### config.mk
export PLATFORM = sky130hd
export DESIGN_NAME = alu_mc_flat
export DESIGN_NICKNAME = d
export VERILOG_FILES = /design/src/rtl/alu_pkg.sv /design/src/rtl/alu_mc_if.sv /design/src/rtl/alu_comb.sv /design/src/rtl/alu_mc.sv /design/src/flat_wrapper.sv
export SDC_FILE = /design/constraint.sdc
export NUM_CORES = 1
export LEC_CHECK = 0
export CAP_MARGIN = 25
export CORE_MARGIN = 1
export CORE_UTILIZATION = 49
export DETAILED_ROUTE_END_ITERATION = 16
export GPL_ROUTABILITY_DRIVEN = 0
export PLACE_DENSITY = 0.78
export SYNTH_ARGS = -nofsm -noshare
export SYNTH_HDL_FRONTEND = slang
export SYNTH_SLANG_ARGS = --single-unit
### constraint.sdc
create_clock -name clk -period 2.65 [get_ports clk]
set_input_delay 0.53 -clock clk [delete_from_list [all_inputs] [get_ports clk]]
set_output_delay 0.53 -clock clk [all_outputs]
set_load 0.02 [all_outputs]
### src/rtl/alu_pkg.sv
// Shared op codes and FSM state encoding for the multi-cycle ALU.
package alu_pkg;
  localparam logic [2:0] OP_ADD  = 3'b000;
  localparam logic [2:0] OP_SUB  = 3'b001;
  localparam logic [2:0] OP_AND  = 3'b010;
  localparam logic [2:0] OP_OR   = 3'b011;
  localparam logic [2:0] OP_XOR  = 3'b100;
  localparam logic [2:0] OP_NOT  = 3'b101;
  localparam logic [2:0] OP_MUL  = 3'b110;
  localparam logic [2:0] OP_PASSB = 3'b111;

  typedef enum logic [1:0] {
    S_IDLE = 2'b00,
    S_MUL  = 2'b01,
    S_DONE = 2'b10
  } state_t;
endpackage

### src/rtl/alu_mc_if.sv
// Control-unit side handshake and operand/result bus of the multi-cycle ALU.
interface alu_mc_if #(parameter int W = 4);
  logic         start;
  logic [2:0]   op;
  logic [W-1:0] A;
  logic [W-1:0] B;
  logic [W-1:0] R;
  logic         zero;
  logic         carry;
  logic         sign;
  logic         ovf;
  logic         busy;
  logic         done;

  modport master (output start, op, A, B,
                  input  R, zero, carry, sign, ovf, busy, done);
  modport slave  (input  start, op, A, B,
                  output R, zero, carry, sign, ovf, busy, done);
endinterface

### src/rtl/alu_comb.sv
// Single-cycle ADD/SUB/logic unit; SUB is A + ~B + 1 through the same adder.
module alu_comb
  import alu_pkg::*;
#(
  parameter int W = 4
) (
  input  logic [2:0]   op,
  input  logic [W-1:0] a,
  input  logic [W-1:0] b,
  output logic [W-1:0] r,
  output logic         carry,
  output logic         ovf
);
  logic         is_sub;
  logic [W-1:0] b_eff;
  logic [W:0]   sum;

  always_comb begin
    is_sub = (op == OP_SUB);
    b_eff  = is_sub ? ~b : b;
    sum    = {1'b0, a} + {1'b0, b_eff} + {{W{1'b0}}, is_sub};
    r      = '0;
    carry  = 1'b0;
    ovf    = 1'b0;
    case (op)
      OP_ADD, OP_SUB: begin
        r     = sum[W-1:0];
        carry = sum[W];
        ovf   = (a[W-1] == b_eff[W-1]) && (sum[W-1] != a[W-1]);
      end
      OP_AND:   r = a & b;
      OP_OR:    r = a | b;
      OP_XOR:   r = a ^ b;
      OP_NOT:   r = ~a;
      OP_PASSB: r = b;
      default:  r = '0;  // MUL is handled by the sequencer
    endcase
  end
endmodule

### src/rtl/alu_mc.sv
// Multi-cycle ALU: one-cycle ops via alu_comb, W-cycle shift-add multiply,
// result and flags registered behind a start/busy/done handshake.
module alu_mc
  import alu_pkg::*;
#(
  parameter int W = 4
) (
  input  logic     clk,
  input  logic     reset,
  alu_mc_if.slave  bus
);
  localparam int CW = $clog2(W) + 1;

  state_t         state_q, state_d;
  logic [W-1:0]   r_q, r_d;
  logic           zero_q, zero_d, carry_q, carry_d, sign_q, sign_d, ovf_q, ovf_d;
  logic [W-1:0]   mcand_q, mcand_d, mplier_q, mplier_d;
  logic [2*W-1:0] acc_q, acc_d, acc_step;
  logic [CW-1:0]  cnt_q, cnt_d;
  logic [W:0]     hi_sum;

  logic [W-1:0]   comb_r;
  logic           comb_c, comb_v;
  logic           commit;
  logic [W-1:0]   new_r;
  logic           new_c, new_v;

  alu_comb #(.W(W)) u_comb (
    .op    (bus.op),
    .a     (bus.A),
    .b     (bus.B),
    .r     (comb_r),
    .carry (comb_c),
    .ovf   (comb_v)
  );

  // One multiply step: conditionally add into the upper half, then shift the
  // whole accumulator right with the add's carry entering at the top.
  always_comb begin
    hi_sum   = {1'b0, acc_q[2*W-1:W]} + {1'b0, (mplier_q[0] ? mcand_q : {W{1'b0}})};
    acc_step = (2*W)'({hi_sum, acc_q[W-1:0]} >> 1);
  end

  always_comb begin
    state_d  = state_q;
    mcand_d  = mcand_q;
    mplier_d = mplier_q;
    acc_d    = acc_q;
    cnt_d    = cnt_q;
    commit   = 1'b0;
    new_r    = '0;
    new_c    = 1'b0;
    new_v    = 1'b0;
    case (state_q)
      S_IDLE, S_DONE: begin
        state_d = S_IDLE;
        if (bus.start) begin
          if (bus.op == OP_MUL) begin
            mcand_d  = bus.A;
            mplier_d = bus.B;
            acc_d    = '0;
            cnt_d    = '0;
            state_d  = S_MUL;
          end else begin
            commit  = 1'b1;
            new_r   = comb_r;
            new_c   = comb_c;
            new_v   = comb_v;
            state_d = S_DONE;
          end
        end
      end
      S_MUL: begin
        acc_d    = acc_step;
        mplier_d = mplier_q >> 1;
        cnt_d    = cnt_q + 1'b1;
        if (cnt_q == CW'(W - 1)) begin
          commit  = 1'b1;
          new_r   = acc_step[W-1:0];
          new_c   = |acc_step[2*W-1:W];
          new_v   = |acc_step[2*W-1:W];
          cnt_d   = '0;
          state_d = S_DONE;
        end
      end
      default: state_d = S_IDLE;
    endcase

    r_d     = r_q;
    zero_d  = zero_q;
    carry_d = carry_q;
    sign_d  = sign_q;
    ovf_d   = ovf_q;
    if (commit) begin
      r_d     = new_r;
      zero_d  = (new_r == '0);
      sign_d  = new_r[W-1];
      carry_d = new_c;
      ovf_d   = new_v;
    end
  end

  always_ff @(posedge clk) begin
    if (!reset) begin
      state_q  <= S_IDLE;
      r_q      <= '0;
      zero_q   <= 1'b0;
      carry_q  <= 1'b0;
      sign_q   <= 1'b0;
      ovf_q    <= 1'b0;
      mcand_q  <= '0;
      mplier_q <= '0;
      acc_q    <= '0;
      cnt_q    <= '0;
    end else begin
      state_q  <= state_d;
      r_q      <= r_d;
      zero_q   <= zero_d;
      carry_q  <= carry_d;
      sign_q   <= sign_d;
      ovf_q    <= ovf_d;
      mcand_q  <= mcand_d;
      mplier_q <= mplier_d;
      acc_q    <= acc_d;
      cnt_q    <= cnt_d;
    end
  end

  assign bus.R     = r_q;
  assign bus.zero  = zero_q;
  assign bus.carry = carry_q;
  assign bus.sign  = sign_q;
  assign bus.ovf   = ovf_q;
  assign bus.busy  = (state_q == S_MUL);
  assign bus.done  = (state_q == S_DONE);
endmodule

### src/flat_wrapper.sv
// flat-port wrapper written by rule: the top's interface ports become plain ports
module alu_mc_flat import alu_pkg::*;
#(
  parameter int W = 4
)
  (clk, reset, bus_start, bus_op, bus_A, bus_B, bus_R, bus_zero, bus_carry, bus_sign, bus_ovf, bus_busy, bus_done);
  alu_mc_if #(.W(W)) bus_i ();
  input  logic clk;
  input  logic reset;
  input wire logic [$bits(bus_i.start)-1:0] bus_start;
  input wire logic [$bits(bus_i.op)-1:0] bus_op;
  input wire logic [$bits(bus_i.A)-1:0] bus_A;
  input wire logic [$bits(bus_i.B)-1:0] bus_B;
  output wire logic [$bits(bus_i.R)-1:0] bus_R;
  output wire logic [$bits(bus_i.zero)-1:0] bus_zero;
  output wire logic [$bits(bus_i.carry)-1:0] bus_carry;
  output wire logic [$bits(bus_i.sign)-1:0] bus_sign;
  output wire logic [$bits(bus_i.ovf)-1:0] bus_ovf;
  output wire logic [$bits(bus_i.busy)-1:0] bus_busy;
  output wire logic [$bits(bus_i.done)-1:0] bus_done;
  assign bus_i.start = bus_start;
  assign bus_i.op = bus_op;
  assign bus_i.A = bus_A;
  assign bus_i.B = bus_B;
  assign bus_R = bus_i.R;
  assign bus_zero = bus_i.zero;
  assign bus_carry = bus_i.carry;
  assign bus_sign = bus_i.sign;
  assign bus_ovf = bus_i.ovf;
  assign bus_busy = bus_i.busy;
  assign bus_done = bus_i.done;
  alu_mc #(.W(W)) u_core (.clk(clk), .reset(reset), .bus(bus_i));
endmodule
[Yosys cells after proc, flatten, opt, wreduce, memory -nomap -nowiden]
Index checks and enable logic that the tools add are counted.
Word-level totals
  bits in writable memories: 0
  bits in read-only memories: 0
  bits of input ports: 14
  bits in latches: 0
  output and inout bits: 10
  register bits: 29
  memories: 0
Operators by class
  multipliers: 0
  muxes and demuxes: 34
  divide/modulo/power cells: 0
  shift-type cells: 0
  equality and inequality tests: 15
  $add $sub $neg: 4
  reduce and logical (&&, ||, !) cells: 10
  bitwise gates (word level): 5
  magnitude comparators: 0
Operator list (count)
  4-bit 2-to-1 mux: 7
  4-bit case mux with 6 select lines: 1
  8-bit 2-to-1 mux: 2
  4-bit case mux with 2 select lines: 2
  8-bit case mux with 2 select lines: 1
  3-bit equality test, second input constant: 4
  4-bit by 4-bit adder with 5-bit output: 2
  1-bit 2-to-1 mux: 10
  3-bit by 2-bit equality test with 1-bit output, second input constant: 3
  3-bit 2-to-1 mux: 3
  4-bit NOT: 2
  2-bit 2-to-1 mux: 3
  1-bit case mux with 2 select lines: 3
  3-bit case mux with 2 select lines: 1
  3-bit AND reduction: 2
  5-bit by 1-bit adder with 5-bit output: 1
  4-bit AND: 1
  4-bit logical NOT: 1
  2-bit by 1-bit != test with 1-bit output, second input constant: 2
  4-bit bitwise OR: 1
  2-bit case mux with 2 select lines: 1
  2-bit OR reduction: 2
  4-bit OR reduction: 1
  4-bit bitwise XOR: 1
  other kinds (11): 11

[Depth between registers and ports, before layout]
Gate-level depths: netlist of the first run.
  depth after elaboration: 10
  mapped depth: 10
  gate-level depth less buffers: 9

[Modules after synthesis]
From an unflattened synthesis of the first run, not the netlist that was laid out.
Unflattened totals
  cells, all modules: 235
  area, all modules: 1933.1 um^2
By module, submodules not included
  alu_mc: cells each 159, times used 1, area an instance 1378.8 um^2, seq. area each 540.5 um^2
  alu_comb: cells each 76, times used 1, area an instance 554.3 um^2, seq. area each 0.0 um^2

[Worst setup path before layout of the first run]
OpenSTA, ideal clock, no wires.
  path type: input to register
  start point: in bus_op[1]
  end point: reg u_core.zero_q, in the netlist u_core.bus.zero
  setup slack: -21 ps
  buffers on the path: 1
  stages on the path: 10
  library setup time: 84 ps
  arrival time: 2587 ps
  data required time: 2566 ps
  cell sequence: clkbuf_1 > nor2_1 > and2_0 > xnor2_1 > ha_1 > o21a_1 > o22ai_2 > xnor2_1 > a221o_1 > o31ai_2
Between the ends
  longest elaborated chain between the ends: 9
  elaborated cells on any way between the ends: 20
RTL lines
  start, declared: RTL line flat_wrapper.sv:11  | input wire logic [$bits(bus_i.op)-1:0] bus_op;
  3-bit by 1-bit equality test with 1-bit output: RTL line alu_comb.sv:19, alu_comb.sv:25
  4-bit 2-to-1 mux: RTL line alu_comb.sv:20  | b_eff = is_sub ? ~b : b;
  4-bit by 4-bit adder with 5-bit output: RTL line alu_comb.sv:21  | sum = {1'b0, a} + {1'b0, b_eff} + {{W{1'b0}}, is_sub};
  5-bit by 1-bit adder with 5-bit output: RTL line alu_comb.sv:21
  4-bit case mux with 6 select lines: RTL line alu_comb.sv:25  | case (op)
  4-bit 2-to-1 mux: RTL line alu_mc.sv:58  | if (bus.op == OP_MUL) begin
  4-bit 2-to-1 mux: RTL line alu_mc.sv:57  | if (bus.start) begin
  4-bit case mux with 2 select lines: RTL line alu_mc.sv:54  | case (state_q)
  4-bit logical NOT: RTL line alu_mc.sv:96  | zero_d = (new_r == '0);
  end signal, assigned: RTL line alu_mc.sv:118  | zero_q <= zero_d;
  end, declared: RTL line alu_mc.sv:16  | logic zero_q, zero_d, carry_q, carry_d, sign_q, sign_d, ovf_q, ovf_d;
Several ways; a longest one is shown, not always the timed one.
A chain may end at the register's enable or synchronous reset.

[Worst setup path in the final report of the first run]
  start point: in bus_op[2]
  end point: reg u_core.zero_q, in the netlist u_core.bus.zero
The elaborated chain is that of the path after synthesis.

==> parameters.txt, run 1 <==
Parameter                              Value

Outcome
  Result of the run ... finished, final reports clean

Clock tree
  Clock sink total ... 27
  Latest clock arrival within the worst-skew pair ... 330 ps
  CTS max path bufs ... 2
  CTS clk-pin slew, worst paths ... 150 ps
  Number of gates resized after cts ... 0
  CTS Root Cell ... clkbuf_4
  H-Tree Depth ... 1
  Post-CTS Setup Repair Bufs ... 0
  Count of hold buffers inserted by post-cts repair ... 0
  Number of buffers inserted during clock tree synthesis ... 3
  Clock tree from TritonCTS ... done

Timing
  Least-Margin Pin Slew ... 469.2 ps
  Minimum clock period after layout ... 2499 ps
  Final hold viol count ... 0
  Achievable frequency ... 400.2 MHz
  Setup repair after global routing missed its margin ... no
  Setup clock skew after layout ... 10.12 ps
  Final Cycle Share ... 94.29%
  Max-slew violations ... 0
  Tightest slew margin relative to the limit ... 68.28%
  Final number of setup-violating endpoints ... 0
  Hold WS ... 460.2 ps

Yosys
  Post-synthesis sequential element count ... 27
  Cell taking the most area after synthesis ... dfxtp_1
  Yosys cell types ... 48
  Mapped cell area ... 0.001792 mm^2
  Share of flip-flops with an asynchronous set or reset ... 0%
  Mean post-synth cell area ... 8.181 um^2
  Count of flip-flops with a built-in enable after synthesis ... 0
  Area share of the leading cell type in the synthesized netlist ... 30.17%
  Leading register cell type out of synthesis ... dfxtp_1
  Synthesized netlist cell count ... 219
  Area contributors post-synth ... dfxtp_1, ha_1, a21oi_1
  Post-synthesis net count ... 251
  Sequential fraction of the synthesis area ... 30.17%
  Yosys synthesis warning count ... 0

Finish
  Filler instances ... 311
  Nets@finish ... 293
  Syn-to-layout area delta ... 25.21%
  Ratio of cells with drive above 1 in the final layout ... 13.85%
  Post-Layout Cell Count ... 306
  Fin area ... 0.002243 mm^2
  Final core utilization ... 65.68%
  Count of inserted antenna diode cells ... 0

Detailed routing
  Total via count after detailed routing ... 1678
  WL/cell ... 13.92 um
  Number of vias per cell ... 5.484
  Detailed Routing Iterations Pass 1 ... 4
  Final WL ... 4260 um
  Remaining DRCs ... 0
  Initial drt markers ... 141
  ANT nets after route ... 0

GRT
  Via count of the first global-routing pass ... 1584
  Overflow left after global routing ... 0
  GR Util All Layers ... 23.05%
  Pin count of the biggest net entering global routing ... 25
  Wire length of the first global-routing pass ... 7258 um
  Antenna violations before repair ... 0

Worst setup path
  Required time at the worst-slack endpoint ... 2920 ps
  Crit start category ... input pin
  Critical Path End Type ... flip-flop
  Arrival time at the worst endpoint ... 2760 ps
  Startpoint-to-endpoint class of the critical path ... in2reg
  Worst Path Max Fanout ... 2

Placed design
  Post-placement cell count ... 302
  Area of placed instances ... 0.002217 mm^2
  Port bufs ... 23
  Estimated wirelength of the detail-placed design ... 3312 um

Floorplan
  Starting density of the core ... 52.45%
  Row count ... 21
  Total Die Area ... 0.003903 mm^2
  Area of the core ... 0.003416 mm^2
  Die X-Extent ... 62.47 um
  DIE HEIGHT ... 62.47 um
  I/O pin total ... 24

Job
  Maximum Capacitance Violations ... 0

Power and ir drop
  Reported leakage power ... 0.9372 nW
  Peak ir drop on the vdd network ... 0.0002935 V
  Areal power density over the cells ... 376.4 mW/mm^2

Min path
  Hold WC Path Type ... reg2reg
-- sequential cells by signal, indices dropped and copies added (netlist names) --
register,cells
u_core.mcand_q,4
u_core.bus.ovf,1
u_core.bus.zero,1
u_core.cnt_q,3
u_core.acc_q,7
u_core.bus.carry,1
u_core.mplier_q,4
u_core.bus.R,3
u_core.bus.sign,1
u_core.state_q,2
-- cells in the mapped netlist, types with 3 or more instances --
library cell  number
ha_1              16
nand3_1            8
a211oi_1           6
clkbuf_1           5
nor3_1             4
nand2_1           20
a21oi_1           20
a21o_1             3
nor2_1            19
buf_2              4
a31oi_1            4
nand2b_1           6
a221oi_1           3
xnor2_1            7
nor2b_1           13
dfxtp_1           27
o21ai_0            3
mux2i_1            4
inv_1              9
and2_1             5
-- report_power, final --
part	switching (mW)	internal [mW]
clock	0.121	0.0591
sequential	0.00803	0.419
combinational	0.116	0.121
total	0.245	0.599
-- worst paths after layout --
check	from	to	slack (ps)	cells past startpoint
max	bus_op[2]	u_core.bus.zero	150	10
min	u_core.mcand_q[2]	u_core.mcand_q[2]	460	2
max reg2reg	u_core.mplier_q[0]	u_core.bus.carry	670	7
min reg2reg	u_core.mcand_q[2]	u_core.mcand_q[2]	460	2
-- cells by family (layout without fill, tap and decap cells) --
| family | after synthesis | in the layout | synth area share [%] |
|---|---|---|---|
| xor gates and xnor gates | 8 | 8 | 3.911 |
| buffers and inverters | 22 | 63 | 5.098 |
| and+or+nand+nor | 84 | 84 | 23.53 |
| DFF | 27 | 27 | 30.17 |
| AOI/OAI and AO/OA | 56 | 56 | 21.65 |
| adders and majority gates | 18 | 18 | 13.41 |
| muxes | 4 | 4 | 2.235 |
-- metrics by stage --
| step | total power [mW] | setup TNS, ps | setup WS, ps |
|---|---|---|---|
| 3_3_place_gp | 0.6674 | -196.3 | -124.6 |
| 5_1_grt | 0.8923 | 0 | 44.59 |
| 3_5_place_dp | 0.6720 | -499.2 | -188.4 |
| 6_report | 0.8444 | 0 | 151.3 |
| 2_1_floorplan | 0.5669 | 0 | 62.94 |
| 4_1_cts | 0.8462 | 0 | 153.0 |
-- placed cells by master (no fill, tap or decap), drive strengths merged, types with 7 or more instances in the layout --
cell / count
nand3: 8
a21oi: 20
nor2: 20
nor2b: 13
xnor2: 7
ha: 16
clkdlybuf4s50: 23
dfxtp: 27
inv: 9
nand2: 20
buf: 25
-- layer usage --
layer	vias to the layer above	share of wire, %	GRT usage [%]
li1	854	-	-
met1	778	48	31.24
met2	41	47	38.86
met3	5	4.5	3.832
met4	0	0.59	3.488
met5	-	0	0
-- critical path, cell delays in order --
cell and delay, ps:
clkdlybuf4s50_1 430, buf_4 150, nor4b_1 460, a21o_2 160, fa_1 410, nand2b_1 90
a21o_1 110, a31o_2 160, nand4_1 100, o31ai_2 170
-- area by class of cell --
| class | count | area, um^2 | area share [%] |
|---|---|---|---|
| tap | 46 | 57.56 | 2.566 |
| sequential | 27 | 540.5 | 24.09 |
| timing repair buffer | 48 | 417.9 | 18.63 |
| clock buffer | 4 | 26.28 | 1.171 |
| multi-input combinational | 170 | 1160 | 51.70 |
| inverter | 11 | 41.29 | 1.840 |
(Power assumes the default switching activity.)
==> inputs of run 2 (changes only) <==
MAX_ROUTING_LAYER = met4   (was not set)
PLACE_DENSITY = 0.73   (was 0.78)
RECOVER_POWER = 25   (was not set)
==> run 2 against run 1 <==
Via count is 0.24% higher. Hold slack hardly changed. Die area stayed put. Combinational power is 2% lower. Non-clock buffer count is 2 higher. Routed wire length is 1.3% lower. Fmax is 0.64% lower. Flip-flop and latch count stayed put. Largest power group unchanged.
==> parameters.txt, run 2 (synthesized netlist as in run 1, its figures left out) <==
Parameter                              Value

Job
  Maximum Capacitance Violations ... 0

Detailed routing
  WL/cell ... 13.66 um
  Initial drt markers ... 83
  Number of vias per cell ... 5.461
  Remaining DRCs ... 0
  Final WL ... 4206 um
  ANT nets after route ... 0
  Detailed Routing Iterations Pass 1 ... 4
  Total via count after detailed routing ... 1682

GRT
  Antenna violations before repair ... 0
  Overflow left after global routing ... 0
  GR Util All Layers ... 24.12%
  Pin count of the biggest net entering global routing ... 25
  Via count of the first global-routing pass ... 1626
  Wire length of the first global-routing pass ... 7327 um

Timing
  Worst path setup slack after routing ... 135.2 ps
  Least-Margin Pin Slew ... 599.1 ps
  Final hold viol count ... 0
  Setup repair after global routing missed its margin ... no
  Setup clock skew after layout ... 13.44 ps
  Tightest slew margin relative to the limit ... 59.91%
  Final number of setup-violating endpoints ... 0
  Max-slew violations ... 0
  Minimum clock period after layout ... 2515 ps
  Achievable frequency ... 397.6 MHz
  Final Cycle Share ... 94.90%

Worst setup path
  RR Endpoint ... u_core.bus.carry
  Crit start category ... input pin
  Launching point of the worst reg2reg path ... u_core.mplier_q[0]
  Critical Path End Type ... flip-flop
  Worst Path Max Fanout ... 2
  Register-to-register setup slack ... 660 ps
  Startpoint-to-endpoint class of the critical path ... in2reg
  Arrival time at the worst endpoint ... 2790 ps
  Length in cells of the worst reg-to-reg path ... 7
  Required time at the worst-slack endpoint ... 2930 ps

Finish
  Register ranked first by flip-flop count ... u_core.acc_q
  Registers with the most flip-flops ... u_core.acc_q (7), u_core.mcand_q (4), u_core.mplier_q (4)
  Ratio of cells with drive above 1 in the final layout ... 14.12%
  Nets@finish ... 295
  Most common cell after layout, fill and taps aside ... dfxtp_1
  Number of flip-flops in the largest register ... 7
  Most frequent cells in the layout ... dfxtp_1, buf_4, nor2_1, nand2_1, a21oi_1
  Syn-to-layout area delta ... 25.91%
  Count of inserted antenna diode cells ... 0

Min path
  Hold Path Cell Cnt ... 2
  Hold EP ... u_core.mcand_q[3]
  Launch instance of the worst min-delay path ... u_core.mcand_q[3]
  Hold WC Path Type ... reg2reg

Power and ir drop
  Reported leakage power ... 0.9603 nW
  Areal power density over the cells ... 376.3 mW/mm^2
  Total power ... 0.8489 mW
  Peak ir drop on the vdd network ... 0.0003684 V

Clock tree
  Post-CTS Setup Repair Bufs ... 0
  CTS Root Cell ... clkbuf_4
  CTS clk-pin slew, worst paths ... 160 ps
  Number of buffers inserted during clock tree synthesis ... 3
  CTS max path bufs ... 2
  Clock tree from TritonCTS ... done
  Latest clock arrival within the worst-skew pair ... 340 ps
  H-Tree Depth ... 1
  Number of gates resized after cts ... 0
  Count of hold buffers inserted by post-cts repair ... 0
  Clock sink total ... 27

Floorplan
  Die X-Extent ... 62.47 um
  I/O pin total ... 24
  DIE HEIGHT ... 62.47 um
  Total Die Area ... 0.003903 mm^2
  Area of the core ... 0.003416 mm^2
  Starting density of the core ... 52.45%
  Row count ... 21

Outcome
  Result of the run ... finished, final reports clean

Placed design
  Estimated wirelength of the detail-placed design ... 3286 um
  Post-Place Worst Slack ... -231.3 ps
  Port bufs ... 23
[run 2: cell count changes in the layout (fill, tap and decap cells not counted), sizes merged]
cell	delta
clkdlybuf4s50	-6
dlygate4sd3	+6
buf	+1
clkinvlp	+1
[run 2: power by group]
part	internal [mW]	leakage [nW]	switching [mW]
clock	0.0579	0.0139	0.131
combinational	0.118	0.727	0.115
sequential	0.419	0.219	0.00754
[run 2: per-stage QoR]
step | hold WS (ps) | utilization, % | std cells | cell area, um^2 | setup TNS, ps
global placement | 441.5 | 65.35 | 304 | 2232 | -204.8
finish | 460.0 | 66.04 | 308 | 2256 | 0
global route | 483.5 | 66.04 | 308 | 2256 | 0
CTS | 463.3 | 66.23 | 308 | 2262 | 0
detailed placement | 444.2 | 65.35 | 304 | 2232 | -571.1
floorplan | 429.9 | - | 219 | 1793 | 0
[run 2: layout make-up]
class	count	area, um^2
inverters	11	41.29
multi-input cells	170	1157
well taps	46	57.56
repair buffers	50	429.2
clock buffers	3	22.52
clock inverters	1	7.507
flip-flops and latches	27	540.5
fillers	310	1160
[run 2: per-layer routing]
metal  vias up  track usage (%)  wire (um)
li1        866                -          -
met1       769            31.05       1985
met2        39            38.59       1954
met3         8            4.380        190
met4         0            6.686         75
met5         -                -          0
[run 2: how the worst max path moves through the flow]
stage,slack [ps],start,endpoint
after global routing,2,bus_op[2],u_core.bus.zero
after CTS,130,bus_op[2],u_core.bus.zero
after floorplan,60,bus_op[2],u_core.bus.zero
after global placement,-130,bus_op[2],u_core.bus.zero
final,140,bus_op[2],u_core.bus.zero
after detailed placement,-230,bus_op[2],u_core.bus.zero
[run 2: worst max-delay path: stages]
cell,delay [ps]
clkdlybuf4s50_1,490
nor2_1,70
and2_0,180
buf_4,150
xnor2_1,160
ha_1,270
o21a_1,120
o22ai_2,170
xnor2_1,110
a221o_1,340
o31ai_2,200
